<file path="config.mk">
export PLATFORM = sky130hd
export DESIGN_NAME = unary_job_sched
export DESIGN_NICKNAME = d
export VERILOG_FILES = /design/src/rtl/unary_job_sched.sv
export SDC_FILE = /design/constraint.sdc
export NUM_CORES = 1
export LEC_CHECK = 0
export CORE_MARGIN = 2
export CORE_UTILIZATION = 40
export DETAILED_ROUTE_END_ITERATION = 16
export PLACE_DENSITY = 0.76
export SLEW_MARGIN = 10
export SYNTH_ARGS = -nofsm -noshare
export SYNTH_HDL_FRONTEND = slang
export SYNTH_SLANG_ARGS = --single-unit
</file>
<file path="constraint.sdc">
create_clock -name Clk -period 2 [get_ports Clk]
set_clock_uncertainty 0.15 [all_clocks]
set_input_delay 0.4 -clock Clk [delete_from_list [all_inputs] [get_ports Clk]]
set_output_delay 0.4 -clock Clk [all_outputs]
set_load 0.02 [all_outputs]
</file>
<file path="src/rtl/unary_job_sched.sv">
// unary_job_sched: round-robin two-requester sequencer for the unary datapath.
// Ports: Req/A/B per requester in, Gnt pulses out, Dp_* to the datapath,
// Res0/Res1 captured results, Done/Done_Id completion, Busy while not idle.
module unary_job_sched #(
    parameter int WIDTH       = 8,
    parameter int LOAD_CYCLES = 2,
    parameter int RUN_CYCLES  = 8
) (
    input  logic             Clk,
    input  logic             Reset,
    input  logic             Req0,
    input  logic             Req1,
    input  logic [WIDTH-1:0] A0,
    input  logic [WIDTH-1:0] B0,
    input  logic [WIDTH-1:0] A1,
    input  logic [WIDTH-1:0] B1,
    output logic             Gnt0,
    output logic             Gnt1,
    output logic [WIDTH-1:0] Dp_Init0,
    output logic [WIDTH-1:0] Dp_Init1,
    output logic             Dp_Load,
    input  logic [WIDTH-1:0] Dp_Unary0,
    input  logic [WIDTH-1:0] Dp_Unary1,
    output logic [WIDTH-1:0] Res0,
    output logic [WIDTH-1:0] Res1,
    output logic             Done,
    output logic             Done_Id,
    output logic             Busy
);

    localparam int MAXC = (LOAD_CYCLES > RUN_CYCLES) ? LOAD_CYCLES : RUN_CYCLES;
    localparam int CW   = $clog2(MAXC) + 1;

    localparam logic [CW-1:0] LOAD_LAST = CW'(LOAD_CYCLES - 1);
    localparam logic [CW-1:0] RUN_LAST  = CW'(RUN_CYCLES - 1);

    localparam logic [1:0] S_IDLE = 2'd0;
    localparam logic [1:0] S_LOAD = 2'd1;
    localparam logic [1:0] S_RUN  = 2'd2;

    logic [1:0]       state_q, state_d;
    logic [CW-1:0]    cnt_q, cnt_d;
    logic             last_id_q, last_id_d;
    logic             cur_id_q, cur_id_d;
    logic             gnt0_q, gnt0_d;
    logic             gnt1_q, gnt1_d;
    logic [WIDTH-1:0] init0_q, init0_d;
    logic [WIDTH-1:0] init1_q, init1_d;
    logic             load_q, load_d;
    logic [WIDTH-1:0] res0_q, res0_d;
    logic [WIDTH-1:0] res1_q, res1_d;
    logic             done_q, done_d;
    logic             done_id_q, done_id_d;
    logic             busy_q, busy_d;
    logic             win;

    always_comb begin
        state_d   = state_q;
        cnt_d     = cnt_q;
        last_id_d = last_id_q;
        cur_id_d  = cur_id_q;
        gnt0_d    = 1'b0;
        gnt1_d    = 1'b0;
        init0_d   = init0_q;
        init1_d   = init1_q;
        load_d    = load_q;
        res0_d    = res0_q;
        res1_d    = res1_q;
        done_d    = 1'b0;
        done_id_d = done_id_q;
        win       = 1'b0;

        unique case (state_q)
            S_IDLE: begin
                if (Req0 || Req1) begin
                    // Contest goes to the side that did not win last;
                    // a lone request wins regardless of the pointer.
                    win       = (Req0 && Req1) ? ~last_id_q : Req1;
                    gnt0_d    = ~win;
                    gnt1_d    = win;
                    init0_d   = win ? A1 : A0;
                    init1_d   = win ? B1 : B0;
                    load_d    = 1'b1;
                    cnt_d     = '0;
                    cur_id_d  = win;
                    last_id_d = win;
                    state_d   = S_LOAD;
                end
            end
            S_LOAD: begin
                if (cnt_q == LOAD_LAST) begin
                    load_d  = 1'b0;
                    cnt_d   = '0;
                    state_d = S_RUN;
                end else begin
                    cnt_d = cnt_q + CW'(1);
                end
            end
            S_RUN: begin
                if (cnt_q == RUN_LAST) begin
                    res0_d    = Dp_Unary0;
                    res1_d    = Dp_Unary1;
                    done_d    = 1'b1;
                    done_id_d = cur_id_q;
                    cnt_d     = '0;
                    state_d   = S_IDLE;
                end else begin
                    cnt_d = cnt_q + CW'(1);
                end
            end
            default: begin
                load_d  = 1'b0;
                cnt_d   = '0;
                state_d = S_IDLE;
            end
        endcase

        busy_d = (state_d != S_IDLE);
    end

    always_ff @(posedge Clk or negedge Reset) begin
        if (!Reset) begin
            state_q   <= S_IDLE;
            cnt_q     <= '0;
            last_id_q <= 1'b1;
            cur_id_q  <= 1'b0;
            gnt0_q    <= 1'b0;
            gnt1_q    <= 1'b0;
            init0_q   <= '0;
            init1_q   <= '0;
            load_q    <= 1'b0;
            res0_q    <= '0;
            res1_q    <= '0;
            done_q    <= 1'b0;
            done_id_q <= 1'b0;
            busy_q    <= 1'b0;
        end else begin
            state_q   <= state_d;
            cnt_q     <= cnt_d;
            last_id_q <= last_id_d;
            cur_id_q  <= cur_id_d;
            gnt0_q    <= gnt0_d;
            gnt1_q    <= gnt1_d;
            init0_q   <= init0_d;
            init1_q   <= init1_d;
            load_q    <= load_d;
            res0_q    <= res0_d;
            res1_q    <= res1_d;
            done_q    <= done_d;
            done_id_q <= done_id_d;
            busy_q    <= busy_d;
        end
    end

    assign Gnt0     = gnt0_q;
    assign Gnt1     = gnt1_q;
    assign Dp_Init0 = init0_q;
    assign Dp_Init1 = init1_q;
    assign Dp_Load  = load_q;
    assign Res0     = res0_q;
    assign Res1     = res1_q;
    assign Done     = done_q;
    assign Done_Id  = done_id_q;
    assign Busy     = busy_q;

endmodule

</file>
=== Word-level counts from Yosys, hierarchy flattened ===
Index checks and enable logic that the tools add are counted.
Widths: inputs -> output; s select.

* Register bits: 46
* Input port bits: 52
* Logic and storage cells: 51

* $add $sub $neg: 1
* Equality and inequality tests: 6
* Mux-type cells: 20
* Bitwise logic cells: 3
* Reductions and logical operators: 7

{| class="wikitable"
|+ Operator list
! operator !! count
|-
| $mux 8 || 2
|-
| $mux 4 || 3
|-
| $pmux 4 s3 || 1
|-
| $mux 1 || 9
|-
| $mux 2 || 3
|-
| $pmux 2 s3 || 1
|-
| $add 4x1->4 const B || 1
|-
| $eq 4x1->1 const B || 1
|-
| $eq 4x3->1 const B || 1
|-
| $ne 2x2->1 const B || 2
|-
| $reduce_and 2->1 || 2
|-
| $not 1->1 || 3
|-
| $pmux 1 s3 || 1
|-
| $reduce_and 3->1 || 1
|-
| $eq 2x1->1 const B || 1
|-
| $eq 2x2->1 const B || 1
|-
| $logic_not 2->1 || 1
|-
| $reduce_bool 2->1 || 1
|-
| $logic_and 1x1->1 || 1
|-
| $logic_or 1x1->1 || 1
|}

=== Longest topological paths before layout ===
Gate-level depths: netlist of the first run.

* Word-level depth: 5
* Gate-level depth with buffers: 7
* Mapped depth without buffers: 6

=== Worst setup path after synthesis of the first run ===
OpenSTA, ideal clock, no wires.

* Path type: reg-to-reg
* Start: register state_q[0]
* End: register busy_q (netlist: Busy)
* Setup time: 142 ps
* Arrival: 1363 ps
* Required time: 1708 ps
* Slack: 345 ps
* Cell stages (with the launch flop): 7
* Path buffers: 0
* Path through: dfrtp_1 > inv_1 > ha_1 > nor3b_2 > a211oi_1 > nor3_2 > nand3b_1

* Word-level cells in the longest chain between the ends: 3
* Elaborated cells on any way between the ends: 8
* Those cells by class: 2 x eq/ne; 4 x mux; 2 x reduce/logical

{| class="wikitable"
|+ Ends and longest elaborated chain
! what !! line !! source
|-
| start: declaration || 41 || <nowiki>logic [1:0] state_q, state_d;</nowiki>
|-
| start signal: assignment || 138 || <nowiki>state_q <= state_d;</nowiki>
|-
| $eq 2x2->1 (tied with other cells) || 73 || <nowiki>unique case (state_q)</nowiki>
|-
| $pmux 2 s3 * || 73 ||
|-
| named net state_d[1] || 41 ||
|-
| $reduce_bool 2->1 * || 118 || <nowiki>busy_d = (state_d != S_IDLE);</nowiki>
|-
| named net busy_d || 54 || <nowiki>logic busy_q, busy_d;</nowiki>
|-
| end signal: assignment || 151 || <nowiki>busy_q <= busy_d;</nowiki>
|-
| end: declaration || 54 ||
|}

The timed path passes the listed nets; every way through them passes the cells marked *.
A chain may end at the register's enable or synchronous reset.

=== Worst setup path in the final report of the first run ===
* Start: register state_q[0]
* End: register cnt_q[3]

* Word-level cells in the longest chain between the ends: 2
* Elaborated cells on any way between the ends: 5
* Those cells by class: 3 x eq/ne; 1 x mux; 1 x reduce/logical

{| class="wikitable"
|+ Ends and longest elaborated chain
! what !! line !! source
|-
| $eq 2x2->1 (tied with other cells) || 73 ||
|-
| $pmux 4 s3 or $ne 2x2->1 (tied branches) || n/a ||
|-
| end signal: assignment || 139 || <nowiki>cnt_q <= cnt_d;</nowiki>
|-
| end: declaration || 42 || <nowiki>logic [CW-1:0] cnt_q, cnt_d;</nowiki>
|}

Several ways; a longest one is shown, not always the timed one.

==> qor.txt, run 1 <==
status -> complete, no violations
crit path max fanout -> 5
WP data required -> 2.06 ns
Num CTS Buffers -> 5
WHS -> 0.3245 ns
initial antenna violation count -> 0
max cap viols -> 0
CP Buf/Inv Count -> 1
Clk Latency, worst-skew pair -> 0.29 ns
row cnt -> 25
Critical Path Sink Type -> register
top routing layer in use -> met4
Die ar. -> 5606 um^2
Netlist Area Pre-Place -> 2009 um^2
# DRC -> 0
Area growth, synth to finish -> 54.86%
post-synthesis cell type count -> 37
Least-Margin Pin Slew -> 0.4503 ns
Post-Synthesis Cells -> 196
Via density -> 4.695
DP Wirelength -> 3494 um
post-layout util -> 65.02%
Final Hold Viols -> 0
Yosys reg bits -> 46
area leader, netlist -> dfrtp_1
Pleak -> 1.450 nW
Final ANT Viol Nets -> 0
most frequent cells in the layout -> clkdlybuf4s50_1, nand2_1, dfrtp_1
critical path's slowest cell -> dfrtp_1
first-pass GRT wire length -> 7307 um
fin crit period -> 1.852 ns
Ports -> 90
cell chain of the critical path -> inv_1 > ha_1 > nor2_1 > nor2_1 > nand4b_1 > o31ai_1
Routability Congestion -> 0.7165
Clock transition at path regs -> 0.08 ns
die height -> 74.88 um
Die X -> 74.88 um
Clock Tree Buf Depth -> 2
vias in the first global route -> 1570
register area share after synthesis -> 57.35%
Place WS -> 0.04595 ns
cts repair resizes -> 0
setup TNS -> 0 ns
aggregate global routing overflow -> 0
drt wl/cell -> 12.83 um
M1 WL -> 2032 um
CP max stage delay -> 0.44 ns
Final Slew Violations -> 0
PD cells -> 1156 nW/um^2
Setup-failing EPs final -> 0
metal2 WL -> 2228 um
delay-heaviest family, CP -> simple AND/OR/NAND/NOR gates
WL met3 -> 272 um
final worst setup slack -> 0.1479 ns
most common cell after layout, fill and taps aside -> clkdlybuf4s50_1
Starting Density -> 41.99%
slew margin rel. -> 69.87%
worst setup path class -> register to register
syn avg cell area -> 10.25 um^2
# diodes -> 0
Synthesized Nets -> 254
DRT Wirelength -> 4630 um
initial drt markers -> 102
clk root buf -> clkbuf_8
top cell type's share of synthesized area -> 56.04%
startpoint class of the critical path -> register
Critical Path AT -> 1.91 ns
Port Buffers -> 89
Max rail drop VDD -> 0.0007529 V
Layout Nets -> 353
YS warnings -> 0
Total GRT Usage -> 17.24%
final period utilization -> 92.60%
total power -> 3.598 mW
layout cell share with drive strength beyond 1 -> 8.503%
fmax -> 0.5399 GHz
H-tree Lvls -> 2
most used cell, CP -> nor2_1
area of the core -> 4786 um^2
largest net degree at the start of global routing -> 24
CTS tree -> done
CTS sink cnt -> 46
Post-CTS Setup Inserts -> 0
Vias -> 1695
drt pass-1 iters -> 4
Area contributors post-synth -> dfrtp_1, nand2_1, mux2i_1, ha_1, a222oi_1
RSZ-0062 raised after global routing -> no
HP Class -> register to register
# fillers -> 405
## cell usage after synthesis
cell type,instances
a21boi_2,1
buf_6,1
a31oi_1,2
o22a_1,1
nor4b_1,1
o31ai_1,1
nand4b_1,1
buf_2,2
ha_1,6
nor3b_1,1
inv_1,10
nor2_1,6
a21oi_1,2
o311ai_0,1
o21ai_2,1
clkbuf_1,3
nor3_2,1
a21o_1,1
o21ai_1,12
and4b_1,1
nand4b_2,1
dfrtp_1,45
nand4_1,1
a211oi_1,1
nand3b_1,2
or2_2,1
o211ai_1,1
a222oi_1,6
nor3b_2,1
buf_4,1
and2_4,1
nand2_1,66
dfstp_2,1
nand3_1,1
mux2i_1,10
nor2b_1,1
inv_2,1
## registers in the layout, indices dropped and copies added, names as in the netlist, 2 cells and up
| signal | count |
|---|---|
| Dp_Init0 | 8 |
| Dp_Init1 | 8 |
| Res0 | 8 |
| Res1 | 8 |
| cnt_q | 4 |
| state_q | 2 |
## through the flow
step / cell area [um^2] / instances
2_1_floorplan: 2009 / 196
3_3_place_gp: 3019 / 354
3_5_place_dp: 3019 / 354
4_1_cts: 3112 / 361
5_1_grt: 3112 / 361
6_report: 3112 / 361
## power breakdown
| part | internal, mW | switching (mW) |
|---|---|---|
| Sequential | 1.21 | 0.161 |
| Clock | 0.266 | 0.281 |
| Combinational | 0.811 | 0.867 |
## layout make-up
class	count	area, um^2	share of cell area [%]
flip-flops and latches	46	1152	37.03
repair buffers	99	975.9	31.36
multi-input cells	132	775.7	24.93
well taps	67	83.83	2.694
clock buffers	6	82.58	2.654
inverters	11	41.29	1.327
## tightest hold or removal path, stage by stage, from the launching register on
cell	delay (ns)
dfrtp_1	0.34
nand2_1	0.05
nand2_1	0.05
## repair_timing
item / CTS / global route
setup endpoints to repair: 0 / 0
hold buffers: 1 / 0
hold endpoints to repair: 10 / 0
## logic make-up after synthesis
kind of cell	Yosys count	share of synthesized area, %
AOI/OAI and AO/OA	30	10.46
DFF	46	57.35
muxes	10	4.982
and+or+nand+nor	86	19.43
buffers and inverters	18	4.047
adders and majority gates	6	3.736
## worst paths after layout
check                            from           to  slack [ns]  cells past startpoint
setup / recovery           state_q[0]     cnt_q[3]        0.15                      6
hold / removal                Res0[7]      Res0[7]        0.32                      2
setup reg to reg           state_q[0]     cnt_q[3]        0.15                      6
hold reg to reg               Res0[7]      Res0[7]        0.32                      2
max in group asynchronous       Reset  Dp_Init1[7]        0.73                      3
min in group asynchronous       Reset         Busy        0.37                      2
## layer usage
layer	track usage (%)	vias to the layer above
met5	0	-
met4	6.746	0
met3	4.016	8
met2	28.07	54
met1	22.35	780
li1	-	853
No activity file was read; power rests on OpenSTA's default activity.
==> run 2: changes to the inputs <==
PLACE_DENSITY = 0.78   (was 0.76)
SLEW_MARGIN = 5   (was 10)
==> run 2 against run 1 <==
- maximum frequency shrank 0.61%
- critical path depth is the same
- clock power grew 55%
- worst hold slack lost 0.32 ns
- setup slack lost 0.011 ns
- flip-flop and latch count is the same
- highest routed layer unchanged
==> qor.txt, run 2 (synthesized netlist as in run 1, its figures left out) <==
fin crit period -> 1.863 ns (+0.01141 ns)
final period utilization -> 93.17% (+0.57 points)
r2r endpoint -> Busy
largest net degree at the start of global routing -> 47 (+96%)
crit path max fanout -> 7 (+2)
initial drt markers -> 77 (-25%)
CTS sink cnt -> 46 (unchanged)
first-pass GRT wire length -> 7859 um (+7.6%)
RSZ-0062 raised after global routing -> no
PD cells -> 1249 nW/um^2 (+8.0%)
Clk Latency, worst-skew pair -> 0.30 ns (about the same)
area of the core -> 4786 um^2 (unchanged)
Max rail drop VDD -> 0.001041 V (+38%)
Critical Path Sink Type -> register
Ports -> 90 (unchanged)
slew margin rel. -> 62.08% (-7.8 points)
status -> complete, no violations
Area growth, synth to finish -> 56.48%
NetSw -> 1.379 mW (+5.3%)
drt pass-1 iters -> 5 (+1)
most common cell after layout, fill and taps aside -> clkdlybuf4s50_1
Worst Reg-to-Reg Cells -> 6 (unchanged)
Starting Density -> 41.99% (unchanged)
Final Slew Violations -> 0 (unchanged)
drt wl/cell -> 13.80 um (+7.6%)
Layout Nets -> 351 (-0.57%)
switch share -> 35.12% (-1.3 points)
Final ANT Viol Nets -> 0 (unchanged)
max cap viols -> 0 (unchanged)
die height -> 74.88 um (unchanged)
clock power share -> 21.6% (+6.4 points)
setup TNS -> 0 ns (unchanged)
initial antenna violation count -> 0 (unchanged)
row cnt -> 25 (unchanged)
Vias -> 1726 (+1.8%)
Clock Tree Buf Depth -> 2 (unchanged)
HP Class -> input pin to asynchronous set/reset pin
Sequential Power Share -> 35.0% (-3.2 points)
r2r startpoint -> state_q[0]
Die X -> 74.88 um (unchanged)
clk root buf -> clkbuf_8
fmax -> 0.5366 GHz (-0.61%)
# DRC -> 0 (unchanged)
Total GRT Usage -> 18.66% (+1.4 points)
vias in the first global route -> 1698 (+8.2%)
combinational cell fraction of total power -> 43.4% (-3.2 points)
Clock transition at path regs -> 0.09 ns (about the same)
Routability Congestion -> 0.7360 (+2.7%)
aggregate global routing overflow -> 0 (unchanged)
Worst Setup SP -> state_q[0]
H-tree Lvls -> 2 (unchanged)
Port Buffers -> 89 (unchanged)
r2r setup slk -> 0.14 ns (about the same)
startpoint class of the critical path -> register
Critical Path AT -> 1.87 ns (-0.04 ns)
# diodes -> 0 (unchanged)
Num CTS Buffers -> 5 (unchanged)
Setup-failing EPs final -> 0 (unchanged)
DRT Wirelength -> 4982 um (+7.6%)
most frequent cells in the layout -> clkdlybuf4s50_1, nand2_1, dfrtp_1
Final Hold Viols -> 0 (unchanged)
Die ar. -> 5606 um^2 (unchanged)
layout cell share with drive strength beyond 1 -> 9.184% (+0.68 points)
CP max stage delay -> 0.44 ns (about the same)
WP data required -> 2.01 ns (-0.05 ns)
Least-Margin Pin Slew -> 0.5688 ns (+0.1186 ns)
worst setup path class -> register to register
Pleak -> 1.465 nW (+1.1%)
CTS tree -> done
cell chain of the critical path -> inv_1 > ha_1 > nor3b_2 > a211oi_1 > nor3_2 > nand3b_1
critical path's slowest cell -> dfrtp_1
DP Wirelength -> 3543 um (+1.4%)
total power -> 3.926 mW (+9.1%)
Via density -> 4.781 (+1.8%)
Post-CTS Setup Inserts -> 0 (unchanged)
Int Pwr -> 2.547 mW (+11%)
==> run 2: cell count changes in the layout (fill, tap and decap cells not counted), sizes merged <==
| cell | before | now |
|---|---|---|
| buf | 10 | 9 |
| bufinv | 0 | 2 |
| dlygate4sd3 | 1 | 0 |
==> run 2: cell type report <==
type	instances	area (um^2)
well taps	67	83.83
flip-flops and latches	46	1152
clock buffers	6	82.58
inverters	11	41.29
fillers	406	1642
multi-input cells	132	778.2
clock inverters	2	60.06
repair buffers	97	945.9
==> run 2: how the worst max path moves through the flow <==
stage	cells past startpoint	slack, ns	end
global placement	6	0.09	Busy
global route	6	0.01	cnt_q[3]
CTS	6	0.07	cnt_q[3]
detailed placement	6	0.05	Busy
finish	6	0.14	Busy
floorplan	6	0.35	Busy
==> run 2: critical path, delay by kind of cell, from the launching register on <==
family / cells / cell delay (ns)
flops: 1 / 0.44
buf+inv: 1 / 0.10
compound gates: 1 / 0.26
fa+ha+maj: 1 / 0.29
simple gates: 3 / 0.47
==> run 2: per-stage QoR <==
| step | instance area [um^2] | std cells | hold WS, ns | util, % | worst slack (ns) |
|---|---|---|---|---|---|
| 6_report | 3144 | 361 | 0.009486 | 65.70 | 0.1365 |
| 5_1_grt | 3144 | 361 | 0.07110 | 65.70 | 0.01316 |
| 3_5_place_dp | 2999 | 353 | 0.3125 | 62.67 | 0.05038 |
| 3_3_place_gp | 2999 | 353 | 0.3071 | 62.67 | 0.09208 |
| 2_1_floorplan | 2009 | 196 | -0.04559 | - | 0.3454 |
| 4_1_cts | 3142 | 361 | 0.03886 | 65.65 | 0.06531 |
==> run 2: timing repair <==
item                                    CTS  global route
hold buffers                              0             0
endpoints found under the setup margin    0             2
resized for setup                         0             1
==> run 2: per-layer routing <==
metal	global-route usage [%]	part of all wire, %	vias up	wire, um
met3	5.087	6.4	9	321
li1	-	-	860	-
met4	7.738	2.1	0	104
met5	0	0	-	0
met2	29.82	49	60	2456
met1	24.05	42	797	2101
==> run 2: power by group through the flow <==
stage	Sequential (mW)	Combinational, mW	Clock (mW)
after floorplan	1.63	0.684	0
after global placement	1.38	1.65	0
after detailed placement	1.39	1.68	0
after CTS	1.38	1.71	0.864
after global routing	1.41	1.87	0.900
final	1.37	1.70	0.848
